`src/rtl/mem_loader_pkg.sv`:
```
// mem_loader_pkg: state encoding and loader constants; CSUM/ERROR states exist only with MEM_LOADER_CHECKSUM_EN
package mem_loader_pkg;
    localparam int HEADER_BYTES = 4;
    localparam int STROBE_CYCLES = 3;
    typedef enum logic [3:0] {
        ADDR_H, ADDR_L, CNT_H, CNT_L, DATA_H, DATA_L, SETUP, STROBE, HOLD,
`ifdef MEM_LOADER_CHECKSUM_EN
        CSUM_H, CSUM_L, ERROR,
`endif
        DONE
    } loaderState_t;
`ifdef MEM_LOADER_CHECKSUM_EN
    localparam loaderState_t AFTER_DATA = CSUM_H;
`else
    localparam loaderState_t AFTER_DATA = DONE;
`endif
    function automatic logic isRxState(input loaderState_t s);
        return s inside {ADDR_H, ADDR_L, CNT_H, CNT_L, DATA_H, DATA_L
`ifdef MEM_LOADER_CHECKSUM_EN
            , CSUM_H, CSUM_L
`endif
        };
    endfunction
    function automatic logic isHiState(input loaderState_t s);
        return s inside {ADDR_H, CNT_H, DATA_H
`ifdef MEM_LOADER_CHECKSUM_EN
            , CSUM_H
`endif
        };
    endfunction
    function automatic logic isWriteState(input loaderState_t s);
        return s inside {SETUP, STROBE, HOLD};
    endfunction
endpackage

```
`src/rtl/loader_word_asm.sv`:
```
// loader_word_asm: pairs a latched high byte with the current byte into a big-endian word
module loader_word_asm (
    input  logic        clock,
    input  logic        reset,
    input  logic [7:0]  byteIn,
    input  logic        loadHi,
    output logic [15:0] word
);
    logic [7:0] hiByte;
    // capture the high byte; the low byte is used live when the word completes
    always_ff @(posedge clock)
        if (reset) hiByte <= '0;
        else if (loadHi) hiByte <= byteIn;
    assign word = {hiByte, byteIn};
endmodule

```
`src/rtl/mem_loader.sv`:
```
// mem_loader: byte-stream SRAM program loader holding the CPU in reset until done; MEM_LOADER_CHECKSUM_EN adds a trailing checksum word
module mem_loader
    import mem_loader_pkg::*;
(
    input  logic        clock,
    input  logic        reset,
    input  logic [7:0]  rxData,
    input  logic        rxValid,
    output logic        rxReady,
    output logic [15:0] memAddr,
    output logic [15:0] memData,
    output logic        memNotCS,
    output logic        memNotWE,
    output logic        memNotOE,
    output logic        busOE,
    output logic        cpuNotReset,
    output logic        done,
    output logic        error
);
    loaderState_t state, nextState;
    logic [15:0] count, word;
    logic accept;
`ifdef MEM_LOADER_CHECKSUM_EN
    logic [15:0] sum;
`endif

    assign rxReady = isRxState(state);
    assign accept = rxValid && rxReady;

    loader_word_asm wordAsm (
        .clock(clock),
        .reset(reset),
        .byteIn(rxData),
        .loadHi(accept && isHiState(state)),
        .word(word)
    );

    // state register
    always_ff @(posedge clock)
        if (reset) state <= ADDR_H;
        else state <= nextState;

    // next state: receive states advance on accepted bytes, write cycle runs unconditionally
    always_comb begin
        nextState = state;
        case (state)
            ADDR_H: nextState = accept ? ADDR_L : state;
            ADDR_L: nextState = accept ? CNT_H : state;
            CNT_H:  nextState = accept ? CNT_L : state;
            CNT_L:  nextState = accept ? (word == '0 ? AFTER_DATA : DATA_H) : state;
            DATA_H: nextState = accept ? DATA_L : state;
            DATA_L: nextState = accept ? SETUP : state;
            SETUP:  nextState = STROBE;
            STROBE: nextState = HOLD;
            HOLD:   nextState = count == 16'd1 ? AFTER_DATA : DATA_H;
`ifdef MEM_LOADER_CHECKSUM_EN
            CSUM_H: nextState = accept ? CSUM_L : state;
            CSUM_L: nextState = accept ? (word == sum ? DONE : ERROR) : state;
`endif
            default: nextState = state;
        endcase
    end

    // address, data, remaining count and running sum
    always_ff @(posedge clock) begin
        if (reset) begin
            memAddr <= '0;
            memData <= '0;
            count <= '0;
        end else begin
            if (accept && state == ADDR_L) memAddr <= word;
            if (accept && state == CNT_L) count <= word;
            if (accept && state == DATA_L) memData <= word;
            if (state == HOLD) begin
                memAddr <= memAddr + 16'd1;
                count <= count - 16'd1;
            end
        end
    end

`ifdef MEM_LOADER_CHECKSUM_EN
    // checksum accumulates every data word as it is latched
    always_ff @(posedge clock)
        if (reset) sum <= '0;
        else if (accept && state == DATA_L) sum <= sum + word;
    assign error = state == ERROR;
`else
    assign error = 1'b0;
`endif

    assign memNotCS = !isWriteState(state);
    assign memNotWE = state != STROBE;
    assign memNotOE = 1'b1;
    assign cpuNotReset = state == DONE;
    assign busOE = !cpuNotReset;
    assign done = state == DONE;
endmodule
```
`config.mk`:
```
export PLATFORM = sky130hd
export DESIGN_NAME = mem_loader
export DESIGN_NICKNAME = d
export VERILOG_FILES = /design/src/rtl/mem_loader_pkg.sv /design/src/rtl/loader_word_asm.sv /design/src/rtl/mem_loader.sv
export SDC_FILE = /design/constraint.sdc
export NUM_CORES = 1
export LEC_CHECK = 0
export ABC_CLOCK_PERIOD_IN_PS = 2650
export CAP_MARGIN = 20
export CORE_AREA = 5 5 82 84
export CTS_BUF_LIST = sky130_fd_sc_hd__clkbuf_4
export CTS_CLUSTER_DIAMETER = 40
export DETAILED_ROUTE_END_ITERATION = 7
export DIE_AREA = 0 0 87 89
export GPL_ROUTABILITY_DRIVEN = 0
export PLACE_DENSITY = 0.82
export SKIP_CTS_REPAIR_TIMING = 1
export SLEW_MARGIN = 0
export SYNTH_ARGS = -nofsm -noshare
export SYNTH_HDL_FRONTEND = slang
export SYNTH_SLANG_ARGS = --single-unit
```
`constraint.sdc`:
```
create_clock -name clock -period 2.65 [get_ports clock]
set_input_delay 0.795 -clock clock [delete_from_list [all_inputs] [get_ports clock]]
set_output_delay 0.795 -clock clock [all_outputs]
set_load 0.01 [all_outputs]
```
==> impl_metrics.ini <==
[yosys]
syn_area_um2 = 3160
netlist_instances = 374
synth_seq_cells = 60
netlist.area_leader.share_pct = 38.0
syn_avg_cell_area_um2 = 8.46
synth_edf_count = 0
yosysTopAreaCell = dfxtp_1
syn_nets = 388
async_flop_share_pct = 0
synth-main-ff-cell = dfxtp_1
synth.yosys.seq_area_share_pct = 38.0
ys_types = 61
yosysWarnings = 0
synth.area.top_cells = dfxtp_1 (38%), mux2i_1 (7.9%), nor2_1 (4.9%)

[routing]
route.detailed.drc = 0
postRouteAntennaNets = 0
dr.pass1.iters = 5
wirelength_um = 9040
viasPerCell = 6.23
post_drt_wl_per_cell_um = 17.6
routed-via-count = 3202
first_iter_violations = 285

[power_and_ir_drop]
leakage_nw = 1.53
powerDensity_nw_per_um2 = 432
peakVddDrop_mv = 0.416

[cts]
htreeDepth = 3
clock-sinks = 60
cts_made_buffers = 9
clk-insertion-delay-late_ps = 410
clockBufferDepth = 2
cts_tree = built
root_buffer = clkbuf_4
cts.clk_slew.worst_paths_ps = 110

[final_layout]
final_cell_mix = dfxtp_1 (60), clkdlybuf4s50_1 (44), nor2_1 (41), nand2_1 (26)
area.sequential_um2 = 1200
antennaDiodeCount = 0
nets = 448
area_delta_synth_final_pct = 24.5
final_common_cell = dfxtp_1
final_util_pct = 67.3
drive_gt1_share_pct = 13.4
nFillCells = 518
multi_input_area_um2 = 1820

[sta]
fmax_mhz = 392
fin_ws_ps = 98.0
maxSlewViolCount = 0
fin_crit_sh_pct = 96.3
skew_ps = 15.0
finalHoldViolCount = 0
rsz0062_at_grt = no
finalCriticalPeriod_ps = 2550
tightestPinTransition_ps = 598
setup_viol = 0
fin_tns_setup_ps = 0
slew_headroom_pct = 59.8

[hold_path]
holdPathStages = 2
hold_class = register to register

[worst_setup_path]
crit_required_ps = 1860
startpoint_type = register
arrival_ps = 1760
crit_fanout = 6
crit_path_end_kind = output pin
path_class = register to output pin
r2r.worst_path.cells = 5

[place]
pre_cts_ws_ps = 12.8
place.port_buffers = 48
dp_hpwl_um = 6430

[global_route]
grt_max_degree = 29
grt_use_met1_pct = 30.9
use_met2_pct = 39.3
busiest_layer = met2
grt-ovfl-total = 0
grt_use_met3_pct = 7.00
grt_pass1_wl_um = 14700
antenna_found_initial = 0
grt_pass1_vias = 3055
grt.total_usage_pct = 24.5

[floorplan]
io-pin-count = 51
core_area_um2 = 5850
die-area_um2 = 7740
dieHeight_um = 89
die_width_um = 87
initial_utilization_pct = 54.1
rows = 28

[outcome]
status = finished, final reports clean

[run]
maxCapViolCount = 0
flip-flops by register name, summed over array words and instances, names as in the netlist:
signal          count
count              16
memAddr            16
memData            16
wordAsm.hiByte      8
state               4
critical path, stage by stage, from the launching register on:
cell             delay (ps)
dfxtp_1                 330
nand2b_2                220
or2_2                   320
clkdlybuf4s50_1         480
power by group:
| part | internal (W) | leakage [nW] | switching (W) |
|---|---|---|---|
| Combinational | 0.0000880 | 0.987 | 0.000102 |
| Clock | 0.000208 | 0.0603 | 0.000347 |
| Sequential | 0.000923 | 0.486 | 0.0000347 |
logic make-up after synthesis:
| logic type | count (synthesis) | share of synthesized area, % |
|---|---|---|
| mux | 26 | 8.27 |
| compound gates | 101 | 21.7 |
| buf+inv | 32 | 4.63 |
| other cells | 2 | 0.237 |
| flops | 60 | 38.0 |
| simple gates | 148 | 25.5 |
| fa+ha+maj | 3 | 1.19 |
| xor+xnor | 2 | 0.554 |
cell type report:
type	count	share of cell area (%)
clock buffer	11	2.10
clock inverter	5	0.731
inverter	7	0.667
multi-input combinational	282	46.3
sequential	60	30.5
tap	75	2.38
timing repair buffer	74	17.3
stage by stage:
stage / std cells / cell area [um2] / hold WS, ps / total power, W
6_report: 514 / 3940 / 509 / 0.00170
5_1_grt: 514 / 3940 / 541 / 0.00177
4_1_cts: 514 / 3920 / 512 / 0.00170
3_5_place_dp: 498 / 3810 / 491 / 0.00116
3_3_place_gp: 498 / 3810 / 475 / 0.00116
2_1_floorplan: 374 / 3160 / 461 / 0.00107
layer usage:
metal	share of wire [%]	wire length [um]
met1	42	3780
met2	46	4200
met3	8.9	801
met4	2.8	249
met5	0	0
worst paths after layout:
| path | start | to | slack, ps |
|---|---|---|---|
| setup reg to reg | state[0]$_SDFFE_PP0P_ | memAddr[10]$_SDFFE_PP0P_ | 490 |
| hold / removal | memData[8]$_SDFFE_PP0P_ | memData[8]$_SDFFE_PP0P_ | 510 |
| setup / recovery | state[1]$_SDFFE_PP0P_ | busOE | 100 |
| hold reg to reg | memData[8]$_SDFFE_PP0P_ | memData[8]$_SDFFE_PP0P_ | 510 |
Yosys cell counts, types with 7 or more instances:
| library cell | instances |
|---|---|
| nand2_1 | 26 |
| mux2i_1 | 25 |
| nor3_1 | 7 |
| or3_1 | 7 |
| clkbuf_1 | 15 |
| inv_1 | 7 |
| nor4_1 | 10 |
| dfxtp_1 | 60 |
| o21ai_0 | 14 |
| a21oi_1 | 20 |
| nor2_1 | 41 |
| a31oi_1 | 18 |
| nand3_1 | 15 |
Note: power is estimated with default switching activity, not from simulation.
